### config.mk
export PLATFORM = sky130hd
export DESIGN_NAME = ma_decim_buffer
export DESIGN_NICKNAME = d
export VERILOG_FILES = /design/src/rtl/ma_decim_buffer.sv
export SDC_FILE = /design/constraint.sdc
export NUM_CORES = 1
export LEC_CHECK = 0
export CORE_MARGIN = 8
export CORE_UTILIZATION = 45
export DETAILED_ROUTE_END_ITERATION = 12
export PLACE_DENSITY_LB_ADDON = 0.3
export SYNTH_ARGS = -nofsm -noshare
export SYNTH_HDL_FRONTEND = slang
export SYNTH_SLANG_ARGS = --single-unit
### constraint.sdc
create_clock -name clk -period 1.9 [get_ports clk]
set_clock_uncertainty 0.15 [all_clocks]
set_input_delay 0.38 -clock clk [delete_from_list [all_inputs] [get_ports clk]]
set_output_delay 0.38 -clock clk [all_outputs]
set_load 0.01 [all_outputs]
### src/rtl/ma_decim_buffer.sv
// Keeps one of every decim+1 valid filter samples and queues the kept
// samples in a first-word-fall-through FIFO with a sticky overflow flag.
module ma_decim_buffer #(
  parameter int DEPTH = 8
) (
  input  logic                      clk,
  input  logic                      reset_n,
  input  logic signed [15:0]        d,
  input  logic                      d_valid,
  input  logic [2:0]                decim,
  output logic signed [15:0]        q,
  output logic                      q_valid,
  input  logic                      q_ready,
  output logic [$clog2(DEPTH):0]    count,
  output logic                      overflow,
  input  logic                      clr_ovf
);

  localparam int AW = $clog2(DEPTH);
  localparam int CW = AW + 1;
  localparam logic [CW-1:0] FULL = CW'(DEPTH);

  logic [1:0]         sync;
  logic               rst_n;
  logic [2:0]         phase;
  logic [3:0]         m;
  logic               keep;
  logic               full;
  logic               push;
  logic               pop;
  logic               ovf_set;
  logic [AW-1:0]      wptr;
  logic [AW-1:0]      rptr;
  logic signed [15:0] mem [DEPTH];

  // Assert asynchronously, release two edges later.
  always_ff @(posedge clk or negedge reset_n) begin
    if (!reset_n) sync <= 2'b00;
    else          sync <= {sync[0], 1'b1};
  end

  assign rst_n = sync[1];

  assign m    = {1'b0, decim} + 4'd1;
  assign keep = d_valid &&
                (phase == 3'd0 || {1'b0, phase} >= m);

  assign full    = (count == FULL);
  assign q_valid = (count != '0);
  assign pop     = q_valid && q_ready;
  assign push    = keep && (!full || pop);
  assign ovf_set = keep && full && !pop;

  assign q = q_valid ? mem[rptr] : '0;

  // Out-of-range phase after a decim change forces a keep.
  always_ff @(posedge clk or negedge rst_n) begin
    if (!rst_n) begin
      phase <= 3'd0;
    end else if (d_valid) begin
      if (keep)
        phase <= (m == 4'd1) ? 3'd0 : 3'd1;
      else if ({1'b0, phase} == m - 4'd1)
        phase <= 3'd0;
      else
        phase <= phase + 3'd1;
    end
  end

  always_ff @(posedge clk) begin
    if (push) mem[wptr] <= d;
  end

  always_ff @(posedge clk or negedge rst_n) begin
    if (!rst_n) begin
      wptr  <= '0;
      rptr  <= '0;
      count <= '0;
    end else begin
      if (push) wptr <= wptr + AW'(1);
      if (pop)  rptr <= rptr + AW'(1);
      if (push && !pop)
        count <= count + CW'(1);
      else if (pop && !push)
        count <= count - CW'(1);
    end
  end

  always_ff @(posedge clk or negedge rst_n) begin
    if (!rst_n)       overflow <= 1'b0;
    else if (ovf_set) overflow <= 1'b1;
    else if (clr_ovf) overflow <= 1'b0;
  end

endmodule

After elaboration in Yosys (flattened, before gate mapping). Memory sizes are Yosys's and may differ from the RTL's. Index checks and enable logic that the tools add are counted.

Memory bits (writable): 128. Flip-flop bits (word level): 16. Input port bits: 24. ROM bits: 0. Memories kept: 1. Bits in latches: 0.

Memory list: mem (words 8, bits a word 16, read ports 1, clocked after memory_dff 0, wr ports 1, line 34) `logic signed [15:0] mem [DEPTH];`.

Multiplexer cells: 10. Add/sub/neg operators: 7. Multipliers: 0. Shifts and indexed selects: 0. Bitwise gates (word level): 0. Reduce and logical (&&, ||, !) cells: 16. Div/mod/pow operators: 0. Order comparisons: 1. Equal/unequal tests: 3.

Operator list (count): $mux 16 (1); $add 3x1->3 const B (3); $mux 4 (2); $sub 4x1->4 const B (2); $logic_and 1x1->1 (7); $mux 3 (2); $mux 1 (5); $add 3x1->4 const B (1); $add 4x1->4 const B (1); $eq 3x4->1 (1); $eq 4x1->1 const B (1); $eq 4x4->1 const B (1); $ge 3x4->1 (1); $reduce_bool 2->1 (2); $reduce_bool 4->1 (1); $logic_not 1->1 (3); $logic_not 3->1 (1); $logic_or 1x1->1 (2).

Depth between registers and ports, before layout.
Depth after elaboration: 9. Depth in mapped cells: 14.

Worst setup path after synthesis. Ideal clock, no wire load.

Kind: in2reg. Start point: input decim[0]. End point: memory mem[1][0], enable pin. Cell stages on the path: 6. Setup slack: -1.245 ns. Required time: 1.341 ns. Library setup time: 0.409 ns. Arrival: 2.586 ns. Buffers on the path: 0. Path through: inv_1 -> ha_1 -> a31o_2 -> a32oi_2 -> nand3_1 -> nor3_1.

Word-level cells in the longest chain between the ends: 7.

RTL lines: start: declaration (line 10) `input logic [2:0] decim,`; $add 3x1->4 (line 44) `assign m = {1'b0, decim} + 4'd1;`; $ge 3x4->1 (line 46) `(phase == 3'd0 || {1'b0, phase} >= m);`; $logic_or 1x1->1 (line 46); $logic_and 1x1->1 (line 45) `assign keep = d_valid &&`; $logic_and 1x1->1 (line 51) `assign push = keep && (!full || pop);`; $mux 1 (line 71) `if (push) mem[wptr] <= d;`; $mux 1 (implied by the code) (line 71); end: declaration (line 34).

No other way between the ends.

Worst setup path after layout.
Start point: register phase[0]. End point: register count[3].

Word-level cells in the longest chain between the ends: 7. Elaborated cells on any way between the ends: 10.

RTL lines: start: declaration (line 25) `logic [2:0] phase;`; start signal: assignment (line 62) `phase <= (m == 4'd1) ? 3'd0 : 3'd1;`; start signal: assignment (line 66) `phase <= phase + 3'd1;`; $ge 3x4->1 or $logic_not 3->1 (tied branches) (line 46); $logic_or 1x1->1 * (line 46); $logic_and 1x1->1 * (line 45); $logic_and 1x1->1 * (line 51); via push (line 29) `logic push;`; $logic_not 1->1 (line 84) `else if (pop && !push)`; $logic_and 1x1->1 (line 84); $reduce_bool 2->1 (no source line); end signal: assignment (line 83) `count <= count + CW'(1);`; end signal: assignment (line 85) `count <= count - CW'(1);`; end: declaration (line 14) `output logic [$clog2(DEPTH):0] count,`.

Mark *: on every way through the listed nets, which the timed path passes. The rest lies on a longest branch. A chain may end at the register's enable or synchronous reset.

==> results by group <==
Clocking
  • CTS root buf: clkbuf_16
  • CTS clock-pin slew for the worst setup and hold paths: 0.06 ns
  • CTS tree: built
  • Worst skew pair latency: 0.41 ns
  • CTS Buffer Depth: 2
  • CTS H-tree lvls: 4
  • Number of CTS-inserted buffers: 17
  • Clk sinks: 144

STA
  • PnR worst setup slack: -0.751 ns
  • Final slew viol count: 0
  • Hold slack: 0.105 ns
  • Setup TNS: -84.35 ns
  • Fmax: 377 MHz
  • Relative slew margins: 0.590
  • Period minus WS final: 2.65 ns
  • Fin. Hold Viols: 0
  • Final Setup Violations: 155
  • Final period utilization: 1.40
  • Least-Margin Pin Slew: 0.616 ns
  • RSZ-0062 raised after global routing: true

Finish
  • Design area: 8240 sq um
  • Layout cell share with drive strength beyond 1: 0.449
  • N_diodes: 0
  • Layout area overhead: 39.6%
  • Final Core Density: 0.632
  • Nets: 482

Drt
  • M1 wire length: 5.03 mm
  • Vias after detailed routing: 3264
  • Wirelength per Cell: 20.0 um
  • DRT Pass-1 Iters: 4
  • Residual DRC: 0
  • Via density: 5.14
  • WL met3: 698 um
  • Highest routed layer: met4
  • Met2 wire len: 6.88 mm
  • Starting DRT DRC Count: 190
  • Post-Route WL: 12.7 mm
  • Antenna violation net count after detailed routing: 0

Logic synthesis
  • Yosys cell types: 39
  • Synth top area cells: edfxtp_1, mux4_2, dfrtp_1
  • Sequential-to-total area share from yosys stat: 0.720
  • YS warnings: 0
  • Synth area leader: edfxtp_1
  • Post-synth top area share: 0.652
  • Post-synth EDFFs: 128
  • Syn avg cell area: 19.1 sq um
  • Post-Syn Area: 5900 sq um
  • Syn Nets: 343
  • #FFs+latches synth: 144
  • Post-synth top flop: edfxtp_1
  • Ys async rst share: 0.111
  • Mapped Cells: 308

Worst setup path
  • Worst endpoint required time: 2.04 ns
  • Crit path DAT: 2.79 ns
  • Kind of launch point of the worst setup path: flip-flop
  • Crit. End Element: flip-flop
  • Crit path kind: flip-flop to flip-flop
  • CP Max Fanout: 3

Status
  • Outcome: finished with violations
  • Failing checks: negative setup slack

Run
  • Max-Cap Viols: 0

GRT
  • Vias in the first global route: 3645
  • Pin count of the biggest net entering global routing: 21
  • Global-route wire length before repair: 20.3 mm
  • Initial antenna violation count: 0
  • All-Layer GR Usage: 0.163
  • Grt ovf: 0

Pwr
  • P_leak: 2.96 nW
  • VDD IR max: 713 uV
  • Power Density: 1500 nW/um^2
  • Total power draw: 12.4 mW

Floorplan
  • Row Count: 42
  • I/O pin cnt: 46
  • Initial core utilization: 0.453
  • Die W: 130 um
  • Core area: 13000 sq um
  • DIE HEIGHT: 130 um
  • Die ar.: 17000 sq um

Placement
  • Placed cell area: 7200 sq um
  • Port Buffers: 45
  • Post-DP HPWL: 7.58 mm
  • Routability congestion estimate: 0.768

Hold path
  • Min-delay worst type: flip-flop to async pin
## layout by cell type, fill, tap and decap left out, drive strengths merged, types with 4 or more instances in the layout
cell	netlist	final
buf	6	102
clkbuf	5	18
clkdlybuf4s50	0	23
clkinv	0	7
clkinvlp	0	4
dfrtp	16	16
dlygate4sd2	0	4
edfxtp	128	128
ha	10	10
inv	10	11
mux2i	16	16
mux4	32	32
nand2	5	5
nand3	6	6
nor2	24	24
o21ai	4	4
xnor2	11	11
## final timing paths
check | start | depth (start not counted) | to | slack, ns
setup / recovery | phase[0] | 14 | count[3] | -0.75
hold / removal | sync[1] | 0 | wptr[2] | 0.10
hold reg to reg | sync[1] | 0 | wptr[2] | 0.10
max in group asynchronous | reset_n | 2 | sync[1] | 0.96
min in group clk | sync[0] | 0 | sync[1] | 0.20
setup reg to reg | phase[0] | 14 | count[3] | -0.75
## Yosys cell counts, drive strengths merged (2+ instances only)
master / count
xor2: 2
ha: 10
nand2: 5
o21ai: 4
clkbuf: 5
dfrtp: 16
nand2b: 3
a21o: 2
o211ai: 2
mux2: 3
mux2i: 16
a21oi: 3
buf: 6
edfxtp: 128
nor3: 3
nand3: 6
mux4: 32
nand3b: 2
and2: 2
nor2: 24
xnor2: 11
inv: 10
## kinds of logic (layout without fill, tap and decap cells)
logic type	after synthesis	after routing	share of synthesized area
flip-flops	144	144	0.720
multiplexers	51	51	0.156
AND/OR/NAND/NOR	48	48	0.0403
buffers and inverters	21	172	0.0144
AO/OA/AOI/OAI	19	19	0.0255
XOR/XNOR	13	13	0.0193
adder cells (fa/ha/maj)	11	11	0.0246
other	1	1	0.000636
## through the flow
step,cells,worst slack (ns)
4_1_cts,631,-0.732
5_1_grt,635,-0.848
3_3_place_gp,572,-1.31
6_report,635,-0.751
3_5_place_dp,572,-1.35
2_1_floorplan,308,-0.702
## worst max-delay path, stage by stage (launching register included)
cell     delay [ns]
dfrtp_1        0.37
inv_2          0.07
ha_4           0.26
inv_2          0.04
a21o_1         0.19
a32oi_4        0.24
and2_4         0.18
ha_4           0.14
inv_4          0.04
ha_4           0.20
a21o_1         0.17
a21oi_2        0.14
xnor2_1        0.13
nor2_1         0.07
xor2_1         0.14
## sequential cells by signal, summed over array words and instances, names as in the netlist
signal / count
count: 4
mem: 128
overflow: 1
phase: 3
rptr: 3
sync: 2
wptr: 3
## metal layers
metal  up-vias  GRT usage
li1       1506          -
met1      1669      0.188
met2        83      0.288
met3         6     0.0446
met4         0     0.0567
met5         -          0
## final cells by class
class,count,area (sq um)
clock inverters,13,118
fillers,936,4800
repair buffers,131,1360
clock buffers,18,429
well taps,176,220
inverters,10,45.0
multi-input cells,143,1820
flip-flops and latches,144,4250
## report_power, final
| group | internal (mW) | switching [mW] |
|---|---|---|
| registers | 3.87 | 0.243 |
| clock network | 1.79 | 1.26 |
| logic | 2.88 | 2.34 |
## timing repair
| item | 4_1_cts | 5_1_grt |
|---|---|---|
| cloned | 6 | 0 |
| hold buffers | 1 | 0 |
| setup buffers | 21 | 9 |
| endpoints found under the setup margin | 160 | 158 |
| gates resized for setup | 116 | 23 |
| pin swaps | 11 | 15 |
| hold endpoints to repair | 2 | 0 |
Power figures use the tool's default switching activity.
